**config.mk**
```make
export PLATFORM = sky130hd
export DESIGN_NAME = dff1_reg
export DESIGN_NICKNAME = d
export VERILOG_FILES = /design/src/rtl/neuron_pkg.sv /design/src/rtl/dff1_stage.sv /design/src/rtl/dff1_reg.sv
export SDC_FILE = /design/constraint.sdc
export NUM_CORES = 1
export LEC_CHECK = 0
export CAP_MARGIN = 20
export CORE_MARGIN = 1
export CORE_UTILIZATION = 34
export CTS_BUF_LIST = sky130_fd_sc_hd__clkbuf_8
export DETAILED_ROUTE_END_ITERATION = 16
export PLACE_DENSITY = 0.78
export SETUP_SLACK_MARGIN = 0.1
export SLEW_MARGIN = 20
export SYNTH_ARGS = -nofsm -noshare
export SYNTH_HDL_FRONTEND = slang
export SYNTH_SLANG_ARGS = --single-unit
```
**constraint.sdc**
```tcl
create_clock -name clk -period 0.92 [get_ports clk]
set_clock_uncertainty 0.15 [all_clocks]
set_input_delay 0.184 -clock clk [delete_from_list [all_inputs] [get_ports clk]]
set_output_delay 0.184 -clock clk [all_outputs]
set_load 0.005 [all_outputs]
```
**src/rtl/neuron_pkg.sv**
```systemverilog
// ---------------------------------------------------------------------------
// neuron_pkg
// Shared definitions for the neuron datapath. Neuron values (weights,
// partial sums, membrane potential) are 21-bit two's-complement
// fixed-point numbers.
//
// Contents:
//   DATA_W    - neuron data width in bits
//   MAX_DEPTH - deepest register chain the datapath registers support
//   data_t    - signed neuron data word
// ---------------------------------------------------------------------------
package neuron_pkg;

   localparam int DATA_W    = 21;
   localparam int MAX_DEPTH = 16;

   typedef logic signed [DATA_W-1:0] data_t;

endpackage : neuron_pkg

```
**src/rtl/dff1_stage.sv**
```systemverilog
// ---------------------------------------------------------------------------
// dff1_stage
// One WIDTH-bit signed register. It clears to zero when rst is high and
// captures d when en is high. Otherwise it holds its value. All state
// changes happen on the rising edge of clk.
//
// Ports:
//   d   in   WIDTH  data to capture (signed)
//   en  in   1      load enable
//   clk in   1      system clock
//   rst in   1      synchronous active-high reset
//   q   out  WIDTH  registered data (signed)
// ---------------------------------------------------------------------------
module dff1_stage
   import neuron_pkg::*;
#(
   parameter int WIDTH = DATA_W
) (
   input  logic signed [WIDTH-1:0] d,
   input  logic                    en,
   input  logic                    clk,
   input  logic                    rst,
   output logic signed [WIDTH-1:0] q
);

   // Reset takes priority over the enable, so a reset edge always clears
   // the stage, even while a load is being requested. The copy is
   // bit-exact: no sign extension, truncation or saturation.
   always_ff @(posedge clk) begin
      if (rst) begin
         q <= '0;
      end else if (en) begin
         q <= d;
      end
   end

endmodule : dff1_stage

```
**src/rtl/dff1_reg.sv**
```systemverilog
// ---------------------------------------------------------------------------
// dff1_reg
// Signed data register with a load enable and a configurable pipeline
// depth. It holds neuron values between datapath stages. Each rising clk
// edge with set high moves the chain forward by one stage. Edges with set
// low leave every stage unchanged. A value therefore reaches out after
// DEPTH set-enabled edges.
//
// Parameters:
//   WIDTH  data width in bits (two's complement), defaults to DATA_W
//   DEPTH  number of register stages, 1..16
//
// Ports (positional order in, set, clk, out, rst; existing four-port
// hookups still line up, and rst is the appended fifth port):
//   in   in   WIDTH  data to capture (signed)
//   set  in   1      load enable, advances the chain
//   clk  in   1      system clock
//   out  out  WIDTH  data from the last stage (signed), driven by a flop
//   rst  in   1      synchronous active-high reset, clears every stage
// ---------------------------------------------------------------------------
module dff1_reg
   import neuron_pkg::*;
#(
   parameter int WIDTH = DATA_W,
   parameter int DEPTH = 1
) (
   input  logic signed [WIDTH-1:0] in,
   input  logic                    set,
   input  logic                    clk,
   output logic signed [WIDTH-1:0] out,
   input  logic                    rst
);

   logic signed [WIDTH-1:0] stage [DEPTH];

   // Build the chain from identical enabled flops. All stages share one
   // enable, so the whole chain advances together or holds together.
   // Stage 0 loads from the input port. Every later stage loads from the
   // stage before it.
   for (genvar g = 0; g < DEPTH; g++) begin : g_stage
      if (g == 0) begin : g_head
         dff1_stage #(
            .WIDTH (WIDTH)
         ) u_stage (
            .d   (in),
            .en  (set),
            .clk (clk),
            .rst (rst),
            .q   (stage[g])
         );
      end else begin : g_tail
         dff1_stage #(
            .WIDTH (WIDTH)
         ) u_stage (
            .d   (stage[g-1]),
            .en  (set),
            .clk (clk),
            .rst (rst),
            .q   (stage[g])
         );
      end
   end

   // The output is the last flop itself. No logic sits between the flop
   // and the port, so there is no combinational path from in or set to out.
   assign out = stage[DEPTH-1];

endmodule : dff1_reg

```
==> results.tsv, run 1 <==
stage	metric	value	unit
global_route	GR Overflow Total	0	
yosys	synthesized-area fraction occupied by adder cells	0	
route	DR iter-0 viols	1	
yosys	#FFs+latches synth	21	
timing	Slew Viols, Final	0	
timing	unrepaired setup endpoints after global routing	true	
global_route	largest net degree at the start of global routing	13	
timing	Min Hold Slack	0.0396	ns
route	post-route ant nets	0	
power	Pwr Total	1.95	mW
place	post-DP HPWL	1220	um
timing	Final Cycle Share	1.14	
critical_path	crit path cell chain	buf_2	
yosys	Ys Warns	0	
yosys	register area share after synthesis	0.559	
route	drt wl/cell	13.2	um
layout	area grow syn2layout	75.5	%
clocking	H-tree lvl count	1	
power	Pwr per Cell Area	1480	mW/mm2
global_route	initial antenna violation count	0	
clocking	TritonCTS buffer count	3	
clocking	Clk Latency, worst-skew pair	0.26	ns
clocking	root buf cell	clkbuf_8	
clocking	CTS Hold Buffers Added	0	
status	run status	finished with violations	
layout	diodes inserted	0	
global_route	first-pass GRT wire length	3140	um
place	port bufs	44	
layout	Largest regs	g_stage.g_head.u_stage.q: 21 flops	
critical_path	buffers and inverters on the worst path	1	
flow_run	max cap viols	0	
layout	FF+latch area	447	um2
route	routed via count	651	
power	Leakage Power	0.675	nW
route	drt drc	0	
place	Area after DPL	0.00122	mm2
yosys	Distinct cells, synth	6	
layout	final instance area	0.00132	mm2
status	violations in the final reports	setup timing	
power	worst IR drop on VDD	0.000971	V
floorplan	Initial Util	0.372	
yosys	main combinational cell family by area after synthesis	multiplexers	
timing	final setup fails	21	
clocking	count of clock tree sinks	21	
floorplan	row cnt	16	
floorplan	I/O pin count	45	
route	DRT Pass-1 Iters	3	
yosys	Syn Inst Count	68	
global_route	Total GRT Usage	0.176	
critical_path	Worst Path Required	0.59	ns
clocking	CTS tree	done	
timing	post-route setup slack	-0.130	ns
floorplan	die width	49.0	um
yosys	Compound-Gate Fraction of Synth Area	0	
yosys	Avg Cell Area, Syn	11.1	um2
critical_path	slowest CP cell	dfxtp_2	
layout	fin util	0.653	
critical_path	Crit Path Max Fanout	2	
critical_path	Largest stage delay, worst path	0.34	ns
floorplan	core area	0.00202	mm2
place	gpl congestion	0.755	
layout	layout cells sized above 1	0.466	
floorplan	full die area	0.00240	mm2
yosys	Post-Synth Simple-Gate Area	0.105	
timing	Final Hold Viols	0	
clocking	CTS Buffer Depth	2	
layout	Nets	143	
hold_path	hold crit path type	input pin to flip-flop	
timing	Worst Max-Slew Pin Slew	0.156	ns
layout	Largest register FFs	21	
layout	fillers	163	
yosys	Mapped Area	752	um2
critical_path	critical path data arrival time	0.72	ns
critical_path	crit-path leading delay family	flip-flops	
place	DP Worst Slack	-0.537	ns
timing	Setup TNS	-2.35	ns
layout	Final Non-Filler Cells	145	
timing	achievable frequency	952	MHz
yosys	post-synthesis mux area share	0.280	
clocking	clk slew on worst S/H paths	0.07	ns
layout	Largest Register	g_stage.g_head.u_stage.q	
route	routed wire length	1920	um
yosys	Post-Synth XOR/XNOR Area	0	
floorplan	chip height	49.0	um
timing	Worst slew margin	0.893	
critical_path	Crit. End Element	output port	
critical_path	crit start category	flip-flop	
place	Cells after DPL	136	
global_route	vias in the first global route	689	
yosys	syn_nets	92	
timing	Tmin final	1.05	ns
critical_path	worst setup path class	flip-flop to output port	
route	Vias/cell	4.49	
layout	area of the multi-input gates	292	um2
[layer usage]
layer / track usage / up-vias / part of all wire
li1: - / 322 / -
met1: 0.178 / 305 / 0.41
met2: 0.322 / 17 / 0.54
met3: 0.0405 / 7 / 0.026
met4: 0.108 / 0 / 0.026
met5: 0 / - / 0
[logic make-up (layout without fill, tap and decap cells)]
family                 after synthesis  after routing
DFF                                 21             21
muxes                               21             21
and+or+nand+nor                     21             21
buffers and inverters                5             55
[repair_timing]
action,4_1_cts,5_1_grt
pin swaps,1,4
endpoints found under the setup margin,42,28
resized for setup,112,11
gates cloned,2,0
setup buffers,1,2
[cell type report]
class	count	share of cell area
timing repair buffer	51	0.380
sequential	21	0.338
multi-input combinational	42	0.221
clock buffer	3	0.0313
tap	27	0.0256
clock inverter	1	0.00379
[cells in the final DEF (no fill, tap or decap), types with 2 or more instances in the layout]
| cell type | instances |
|---|---|
| buf_6 | 7 |
| dfxtp_2 | 21 |
| buf_12 | 2 |
| mux2i_1 | 21 |
| buf_2 | 17 |
| clkdlybuf4s50_1 | 17 |
| nor2_1 | 20 |
| clkbuf_8 | 3 |
| dlymetal6s2s_1 | 4 |
[cells in the mapped netlist]
| master | n | area (um2) |
|---|---|---|
| nor2_1 | 21 | 78.8 |
| clkbuf_2 | 1 | 5.00 |
| mux2i_1 | 21 | 210 |
| clkbuf_1 | 2 | 7.51 |
| dfxtp_1 | 21 | 420 |
| buf_8 | 2 | 30.0 |
[power breakdown]
part	internal (mW)	switching, mW	leakage [nW]
logic	0.237	0.119	0.468
clock network	0.302	0.293	0.0255
registers	0.974	0.0295	0.181
total	1.51	0.441	0.675
[worst paths after layout]
| check | from | to | slack [ns] | cells after the start |
|---|---|---|---|---|
| max | g_stage[0].g_head.u_stage.q[13]$_SDFFE_PP0P_ | out[13] | -0.13 | 1 |
| min | in[3] | g_stage[0].g_head.u_stage.q[3]$_SDFFE_PP0P_ | 0.04 | 3 |
| min reg2reg | g_stage[0].g_head.u_stage.q[7]$_SDFFE_PP0P_ | g_stage[0].g_head.u_stage.q[7]$_SDFFE_PP0P_ | 0.34 | 2 |
| max reg2reg | g_stage[0].g_head.u_stage.q[13]$_SDFFE_PP0P_ | g_stage[0].g_head.u_stage.q[13]$_SDFFE_PP0P_ | 0.03 | 3 |
No activity file was read; power rests on OpenSTA's default activity.
==> run 2, diff against run 1 <==
--- a/config.mk
+++ b/config.mk
@@ -10,6 +10,7 @@
 export CORE_UTILIZATION = 34
 export CTS_BUF_LIST = sky130_fd_sc_hd__clkbuf_8
 export DETAILED_ROUTE_END_ITERATION = 16
+export HOLD_SLACK_MARGIN = 0.08
 export PLACE_DENSITY = 0.78
 export SETUP_SLACK_MARGIN = 0.1
 export SLEW_MARGIN = 20
==> results of run 2 <==
The final DEF is identical to that of run 1; final timing and power are the same.
==> run 3, diff against run 2 <==
--- a/config.mk
+++ b/config.mk
@@ -10,6 +10,7 @@
 export CORE_UTILIZATION = 34
 export CTS_BUF_LIST = sky130_fd_sc_hd__clkbuf_8
 export DETAILED_ROUTE_END_ITERATION = 16
+export GPL_TIMING_DRIVEN = 1
 export HOLD_SLACK_MARGIN = 0.08
 export PLACE_DENSITY = 0.78
 export SETUP_SLACK_MARGIN = 0.1
==> results of run 3 <==
The final DEF is identical to that of run 1; final timing and power are the same.
